<file path="config.mk">
export PLATFORM = sky130hd
export DESIGN_NAME = unidad_saltos_flat
export DESIGN_NICKNAME = d
export VERILOG_FILES = /design/src/rtl/unidad_saltos_if.sv /design/src/rtl/unidad_saltos.sv /design/src/flat_wrapper.sv
export SDC_FILE = /design/constraint.sdc
export NUM_CORES = 1
export LEC_CHECK = 0
export BUFFER_PORTS_ARGS = -buffer_cell sky130_fd_sc_hd__buf_2
export CORE_ASPECT_RATIO = 1.2
export CORE_MARGIN = 1
export CORE_UTILIZATION = 30
export CTS_BUF_LIST = sky130_fd_sc_hd__clkbuf_4 sky130_fd_sc_hd__clkbuf_8
export DETAILED_ROUTE_END_ITERATION = 6
export SLEW_MARGIN = 30
export SYNTH_ARGS = -nofsm -noshare
export SYNTH_HDL_FRONTEND = slang
export SYNTH_SLANG_ARGS = --single-unit
</file>
<file path="constraint.sdc">
create_clock -name clk -period 2.3 [get_ports clk]
set_clock_uncertainty 0.05 [all_clocks]
set_input_delay 0.23 -clock clk [delete_from_list [all_inputs] [get_ports clk]]
set_output_delay 0.23 -clock clk [all_outputs]
set_load 0.05 [all_outputs]
</file>
<file path="src/rtl/unidad_saltos_if.sv">
// unidad_saltos_if: flag/jump/stack bus between the control path and the
// branch-decision unit. "master" drives the instruction side, "slave" is the
// branch unit itself.
interface unidad_saltos_if #(
  parameter int WIDTH = 16,
  parameter int AW    = 8
);
  logic             flag_we;
  logic [WIDTH-1:0] W;
  logic             CY;
  logic             instr_valid;
  logic [2:0]       cond_sel;
  logic [AW-1:0]    target;
  logic [AW-1:0]    pc_seq;
  logic             err_clr;
  logic             pre_load;
  logic [AW-1:0]    load_addr;
  logic [4:0]       stack_cnt;
  logic             stack_ovf;
  logic             stack_unf;

  modport master (
    output flag_we, W, CY, instr_valid, cond_sel, target, pc_seq, err_clr,
    input  pre_load, load_addr, stack_cnt, stack_ovf, stack_unf
  );

  modport slave (
    input  flag_we, W, CY, instr_valid, cond_sel, target, pc_seq, err_clr,
    output pre_load, load_addr, stack_cnt, stack_ovf, stack_unf
  );
endinterface

</file>
<file path="src/rtl/unidad_saltos.sv">
// unidad_saltos: branch-decision unit. Latches ALU flags, evaluates the
// 8-way condition code of each issued jump-class instruction and produces a
// registered one-cycle PC load strobe plus target address. call/ret use an
// internal return-address stack with sticky overflow/underflow flags.
// Optional feature: define UNIDAD_SALTOS_FLAG_BYPASS_EN to let a condition
// issued together with flag_we see the freshly computed flags.
module unidad_saltos #(
  parameter int WIDTH = 16,
  parameter int AW    = 8,
  parameter int DEPTH = 4
) (
  input logic             clk,
  input logic             rst_n,
  unidad_saltos_if.slave  bus
);

  typedef enum logic [2:0] {
    C_JMP  = 3'b000,
    C_JZE  = 3'b001,
    C_JNE  = 3'b010,
    C_CCY  = 3'b011,
    C_CALL = 3'b100,
    C_RET  = 3'b101,
    C_JNZ  = 3'b110,
    C_RSV  = 3'b111
  } cond_e;

  localparam int         PW        = (DEPTH > 1) ? $clog2(DEPTH) : 1;
  localparam logic [4:0] DEPTH_CNT = 5'(DEPTH);

  // Registered flags
  logic z_q, n_q, c_q;

  // Outputs and stack state
  logic          pre_load_q;
  logic [AW-1:0] load_addr_q;
  logic [4:0]    stack_cnt_q;
  logic          ovf_q, unf_q;
  logic [AW-1:0] stack_mem [DEPTH];

  // Decision results
  logic          z_eff, n_eff, c_eff;
  logic          take, push, pop, set_ovf, set_unf;
  logic [AW-1:0] sel_addr;
  logic          stack_full, stack_empty;
  logic [PW-1:0] push_idx, top_idx;
  cond_e         cond;

  assign cond        = cond_e'(bus.cond_sel);
  assign stack_full  = (stack_cnt_q == DEPTH_CNT);
  assign stack_empty = (stack_cnt_q == 5'd0);
  assign push_idx    = PW'(stack_cnt_q);
  assign top_idx     = PW'(stack_cnt_q - 5'd1);

  // Flags seen by the condition: registered, or current ALU result when bypassing
`ifdef UNIDAD_SALTOS_FLAG_BYPASS_EN
  assign z_eff = bus.flag_we ? (bus.W == '0)       : z_q;
  assign n_eff = bus.flag_we ? bus.W[WIDTH-1]      : n_q;
  assign c_eff = bus.flag_we ? bus.CY              : c_q;
`else
  assign z_eff = z_q;
  assign n_eff = n_q;
  assign c_eff = c_q;
`endif

  // Condition evaluation and stack request decode
  always_comb begin
    // NOTE: every output of this block gets a default first so no path can
    // leave one unassigned and infer a latch.
    take     = 1'b0;
    push     = 1'b0;
    pop      = 1'b0;
    set_ovf  = 1'b0;
    set_unf  = 1'b0;
    sel_addr = bus.target;
    if (bus.instr_valid) begin
      unique case (cond)
        C_JMP:  take = 1'b1;
        C_JZE:  take = z_eff;
        C_JNE:  take = n_eff;
        C_CCY:  take = c_eff;
        C_JNZ:  take = !z_eff;
        C_CALL: begin
          if (stack_full) set_ovf = 1'b1;
          else begin
            take = 1'b1;
            push = 1'b1;
          end
        end
        C_RET: begin
          if (stack_empty) set_unf = 1'b1;
          else begin
            take     = 1'b1;
            pop      = 1'b1;
            sel_addr = stack_mem[top_idx];
          end
        end
        C_RSV:  take = 1'b0;
        default: take = 1'b0;
      endcase
    end
  end

  // Flag register, outputs, stack pointer and sticky errors
  always_ff @(posedge clk or negedge rst_n) begin
    if (!rst_n) begin
      z_q         <= 1'b0;
      n_q         <= 1'b0;
      c_q         <= 1'b0;
      pre_load_q  <= 1'b0;
      load_addr_q <= '0;
      stack_cnt_q <= 5'd0;
      ovf_q       <= 1'b0;
      unf_q       <= 1'b0;
    end else begin
      // NOTE: non-blocking assignments so every register samples the
      // pre-edge values, whatever the statement order.
      if (bus.flag_we) begin
        z_q <= (bus.W == '0);
        n_q <= bus.W[WIDTH-1];
        c_q <= bus.CY;
      end
      pre_load_q <= take;
      if (take) load_addr_q <= sel_addr;
      if (push)     stack_cnt_q <= stack_cnt_q + 5'd1;
      else if (pop) stack_cnt_q <= stack_cnt_q - 5'd1;
      // A new error in the same cycle as err_clr wins over the clear
      ovf_q <= set_ovf | (ovf_q & ~bus.err_clr);
      unf_q <= set_unf | (unf_q & ~bus.err_clr);
    end
  end

  // Return-address storage
  always_ff @(posedge clk) begin
    // NOTE: stack contents are not reset; validity is tracked by stack_cnt,
    // so clearing the array would only cost reset fan-out.
    if (push) stack_mem[push_idx] <= bus.pc_seq;
  end

  assign bus.pre_load  = pre_load_q;
  assign bus.load_addr = load_addr_q;
  assign bus.stack_cnt = stack_cnt_q;
  assign bus.stack_ovf = ovf_q;
  assign bus.stack_unf = unf_q;

endmodule

</file>
<file path="src/flat_wrapper.sv">
// flat-port wrapper written by rule: the top's interface ports become plain ports
module unidad_saltos_flat 
#(
  parameter int WIDTH = 16,
  parameter int AW    = 8,
  parameter int DEPTH = 4
)
  (clk, rst_n, bus_flag_we, bus_W, bus_CY, bus_instr_valid, bus_cond_sel, bus_target, bus_pc_seq, bus_err_clr, bus_pre_load, bus_load_addr, bus_stack_cnt, bus_stack_ovf, bus_stack_unf);
  unidad_saltos_if #(.WIDTH(WIDTH), .AW(AW)) bus_i ();
  input logic clk;
  input logic rst_n;
  input wire logic [$bits(bus_i.flag_we)-1:0] bus_flag_we;
  input wire logic [$bits(bus_i.W)-1:0] bus_W;
  input wire logic [$bits(bus_i.CY)-1:0] bus_CY;
  input wire logic [$bits(bus_i.instr_valid)-1:0] bus_instr_valid;
  input wire logic [$bits(bus_i.cond_sel)-1:0] bus_cond_sel;
  input wire logic [$bits(bus_i.target)-1:0] bus_target;
  input wire logic [$bits(bus_i.pc_seq)-1:0] bus_pc_seq;
  input wire logic [$bits(bus_i.err_clr)-1:0] bus_err_clr;
  output wire logic [$bits(bus_i.pre_load)-1:0] bus_pre_load;
  output wire logic [$bits(bus_i.load_addr)-1:0] bus_load_addr;
  output wire logic [$bits(bus_i.stack_cnt)-1:0] bus_stack_cnt;
  output wire logic [$bits(bus_i.stack_ovf)-1:0] bus_stack_ovf;
  output wire logic [$bits(bus_i.stack_unf)-1:0] bus_stack_unf;
  assign bus_i.flag_we = bus_flag_we;
  assign bus_i.W = bus_W;
  assign bus_i.CY = bus_CY;
  assign bus_i.instr_valid = bus_instr_valid;
  assign bus_i.cond_sel = bus_cond_sel;
  assign bus_i.target = bus_target;
  assign bus_i.pc_seq = bus_pc_seq;
  assign bus_i.err_clr = bus_err_clr;
  assign bus_pre_load = bus_i.pre_load;
  assign bus_load_addr = bus_i.load_addr;
  assign bus_stack_cnt = bus_i.stack_cnt;
  assign bus_stack_ovf = bus_i.stack_ovf;
  assign bus_stack_unf = bus_i.stack_unf;
  unidad_saltos #(.WIDTH(WIDTH), .AW(AW), .DEPTH(DEPTH)) u_core (.clk(clk), .rst_n(rst_n), .bus(bus_i));
endmodule
</file>
* Word level (Yosys, flattened, before mapping)
Memory sizes are Yosys's and may differ from the RTL's.
Index checks and enable logic that the tools add are counted.
W data, S select, Z words.
** Operators by class
- Bitwise logic cells :: 5
- Equal/unequal tests :: 8
- Multiplexer cells :: 21
- Reductions and logical operators :: 5
- $add $sub $neg :: 2
** Operators with widths (count)
- $mux W8 :: 3
- $logic_not A16 Y1 :: 1
- $mux W1 :: 15
- $eq A3 B3 Y1 const B :: 4
- $mux W5 :: 2
- $pmux W1 S8 :: 1
- $eq A3 B2 Y1 const B :: 2
- $add A5 B1 Y5 const B :: 1
- $eq A5 B3 Y1 const B :: 1
- $logic_not A5 Y1 :: 1
- $sub A5 B1 Y5 const B :: 1
- $eq A3 B1 Y1 const B :: 1
- $logic_not A3 Y1 :: 1
- $and A1 B1 Y1 :: 2
- $or A1 B1 Y1 :: 2
- $reduce_bool A2 Y1 :: 1
- $logic_not A1 Y1 :: 1
- $not A1 Y1 :: 1
** Storage, ports and cells
- Bits in writable memories :: 32
- Memories kept :: 1
- Input bits :: 41
- Register bits after elaboration :: 19
** Memories
- u_core.stack_mem :: depth 4, bits a word 8, rd ports 1, clocked after memory_dff 0, write ports 1, line unidad_saltos.sv:39 : logic [AW-1:0] stack_mem [DEPTH];

* Longest topological paths before layout
- Depth in word-level cells :: 6
- Gate-level depth with buffers :: 8
- Mapped depth without buffers :: 7

* Worst setup path after synthesis
Ideal clock, no wire load.
- Kind :: reg2reg
- Start :: reg u_core.stack_cnt_q[0], in the netlist u_core.bus.stack_cnt[0]
- End :: reg u_core.load_addr_q[5], in the netlist u_core.bus.load_addr[5]
- Arrival time :: 2.639 ns
- Setup time :: 0.125 ns
- Required time :: 2.125 ns
- Cell stages (with the launch flop) :: 8
- Path slack :: -0.514 ns
- Cells stage by stage :: dfrtp_1 -> buf_2 -> inv_1 -> ha_1 -> clkbuf_1 -> mux4_2 -> mux2_1 -> mux2_2
** Between the ends
- Word-level cells in the longest chain between the ends :: 5
- Elaborated cells on any way between the ends :: 11
** RTL lines
- start: declaration :: line unidad_saltos.sv:37 : logic [4:0] stack_cnt_q;
- start signal: assignment :: line unidad_saltos.sv:125 : if (push) stack_cnt_q <= stack_cnt_q + 5'd1;
- start signal: assignment :: line unidad_saltos.sv:126 : else if (pop) stack_cnt_q <= stack_cnt_q - 5'd1;
- $sub A5 B1 Y5 :: line unidad_saltos.sv:53 : assign top_idx = PW'(stack_cnt_q - 5'd1);
- $mem_v2 Z4 W8
- $mux W8 :: line unidad_saltos.sv:91 : if (stack_empty) set_unf = 1'b1;
- $mux W8 :: line unidad_saltos.sv:77 : unique case (cond)
- $mux W8 :: line unidad_saltos.sv:76 : if (bus.instr_valid) begin
- end signal: assignment :: line unidad_saltos.sv:124 : if (take) load_addr_q <= sel_addr;
- end: declaration :: line unidad_saltos.sv:36 : logic [AW-1:0] load_addr_q;
Several ways; a longest one is shown, not always the timed one.
A chain may end at the register's enable or synchronous reset.

* Final worst setup path
- Start :: reg u_core.stack_cnt_q[1], in the netlist u_core.bus.stack_cnt[1]
- End :: reg u_core.load_addr_q[0], in the netlist u_core.bus.load_addr[0]
The elaborated chain is that of the path after synthesis.

==> results.cfg <==
[status]
outcome = completed

[synthesis]
yosysTopAreaCellShare_pct = 41.9
postSynthCellCount = 144
synth-edff-count = 32
ys_warn_count = 0
yosysSeqAreaShare_pct = 62.6
synth_area_leaders = edfxtp_1 (42%), dfrtp_1 (21%), mux4_2 (7.8%), mux2_2 (4.9%), mux2_1 (3.9%)
synth_common_cells = edfxtp_1 (32), dfrtp_1 (19), mux2_2 (10), mux2_1 (8), mux4_2 (8)
syn_area_per_cell_um2 = 15.9
synth_ff_type = edfxtp_1
synthesis.area_um2 = 2300
ys_seq_elements = 51
synthDistinctLibCells = 41
synth_top_area_cell = edfxtp_1
synth.most_common_cell = edfxtp_1
syn_nets = 189
synthArstFlopShare_pct = 37.3

[sta]
timing.fmax_mhz = 469
hold_viol = 0
slew_viol_final = 0
max_slew_margin_pct = 58.4
period_needed_ns = 2.13
worst_pin_slew_ns = 0.616
grt_setup_unrepaired = false
finalCritPeriodShare_pct = 92.8
setup_tns_ns = 0
finalSetupViolations = 0

[setup_path]
setup.worst_path.start = u_core.bus.stack_cnt[1]
crit_required_ns = 2.45
timing.rr.end = u_core.bus.load_addr[0]
worstSetupEndpoint = u_core.bus.load_addr[0]
cp.arrival_ns = 2.28
critPathMaxFanout = 8
endpoint_kind = register
r2r_slack_ns = 0.17
r2r_cells = 7
r2r-start = u_core.bus.stack_cnt[1]
path_class = reg -> reg
startpoint_type = register

[place]
dp_hpwl_mm = 3.43
gp_congestion = 0.811
placed_cell_area_um2 = 2770
portBuffers = 56

[layout]
fillers = 694
multi_input_area_um2 = 828
antenna_cells = 0
area_delta_synth_final_pct = 26.1
design_area_um2 = 2900
drive_above_1_share_pct = 47.0
final_nets = 259
seq_area_um2 = 1440

[pwr]
p_leak_nw = 1.14
ir_drop_mv = 0.336
cellPowerDensity_nw_per_um2 = 1080

[clocking]
cts-root-buf = clkbuf_8
clockBufferDepth = 2
cts_buffers = 5
cts_num_sinks = 51
htreeDepth = 2
cts_tree = yes
worstSkewPairLatency_ns = 0.31
clk_pin_slew_ns = 0.10
cts-resized-gates = 0

[route]
first_pass_iters = 5
drc_errors = 0
drtIter0Drc = 111
via_per_inst = 4.81
wl_per_cell_um = 15.6
vias = 1468
wl_mm = 4.76
ant_nets = 0

[floorplanning]
start_util_pct = 31.4
die_height_um = 97.8
core_um2 = 7320
die_area_um2 = 8010
io_pins = 57
die_x_um = 81.9
row_count = 34

[grt]
grt-ovfl-total = 0
grt_pass1_wl_mm = 7.38
grt_pass1_vias = 1480
grt_max_degree = 20
track_usage_pct = 12.7
antenna_found_initial = 0

[worst_hold_path]
hp-class = in -> reg
whs_path_depth = 2

[flow_run]
maxCapViolCount = 0
## cell families after synthesis
logic type               synth area share, %
buffers and inverters                   1.91
AND/OR/NAND/NOR                         9.48
multiplexers                            16.7
AO/OA/AOI/OAI                           5.29
adder cells (fa/ha/maj)                 2.18
XOR/XNOR                                1.91
flip-flops                              62.6
## final cells by class
class                           count  share of cell area, %
Multi-Input combinational cell     84                   28.6
Timing Repair Buffer               67                   13.1
Clock buffer                        5                   2.38
Clock inverter                      3                   1.64
Inverter                            5                  0.735
Tap cell                           90                   3.89
Sequential cell                    51                   49.7
## worst min path at each step
stage	endpoint	from	slack, ns
after floorplan	u_core.bus.load_addr[0]	rst_n	-0.12
after global placement	u_core.bus.stack_cnt[4]	rst_n	0.16
after detailed placement	u_core.bus.stack_cnt[3]	rst_n	0.16
after CTS	u_core.z_eff	bus_W[14]	0.04
after global routing	u_core.bus.stack_ovf	bus_err_clr	0.05
final	u_core.z_eff	bus_W[14]	0.05
## metrics by stage
step           util (%)  cells  hold WS (ns)  total power (W)  setup WS (ns)
2_1_floorplan         -    144        -0.116          0.00217        0.00323
3_3_place_gp       37.8    296         0.162          0.00251          0.220
3_5_place_dp       37.8    296         0.159          0.00253          0.179
4_1_cts            39.6    305        0.0440          0.00317          0.161
5_1_grt            39.6    305        0.0516          0.00329         0.0678
6_report           39.6    305        0.0474          0.00313          0.167
## placed cells by master (no fill, tap or decap), drive strengths merged, types with 4 or more instances in the layout
master  Yosys  final
buf         3     66
clkbuf      1      5
a21oi       6      6
edfxtp     32     32
inv         5      6
ha          4      4
nor2        5      5
mux4        8      8
dfrtp      19     19
mux2       18     18
and2        4      4
## report_power, final
group	internal [W]	switching (W)
clock	0.000330	0.000311
combinational	0.000522	0.000768
sequential	0.00109	0.000105
total	0.00195	0.00118
## repair_timing
item                      in CTS  in global routing
setup buffers                  0                  0
hold endpoints to repair      19                  0
hold buffers                   1                  0
## layer usage
metal	global-route usage, %	up-vias	wire length (um)
met5	0	-	0
met1	15.3	720	2050
li1	-	694	-
met2	21.6	51	2420
met3	2.99	3	283
met4	4.86	0	13
## critical path, cell delays in order (launching register included)
cell and delay [ns]:
dfrtp_2 0.41, inv_1 0.14, ha_4 0.17, or3b_4 0.40, o21ai_4 0.19, nor2_4 0.09, mux2_1 0.32, mux2_2 0.26
## sequential cells by signal (all words and copies together), names as in the netlist
register / flops
u_core.bus.load_addr: 8
u_core.z_eff: 1
u_core.n_eff: 1
u_core.bus.stack_ovf: 1
u_core.stack_mem: 32
u_core.bus.stack_unf: 1
u_core.bus.stack_cnt: 5
u_core.c_eff: 1
u_core.bus.pre_load: 1
Power figures use the tool's default switching activity.
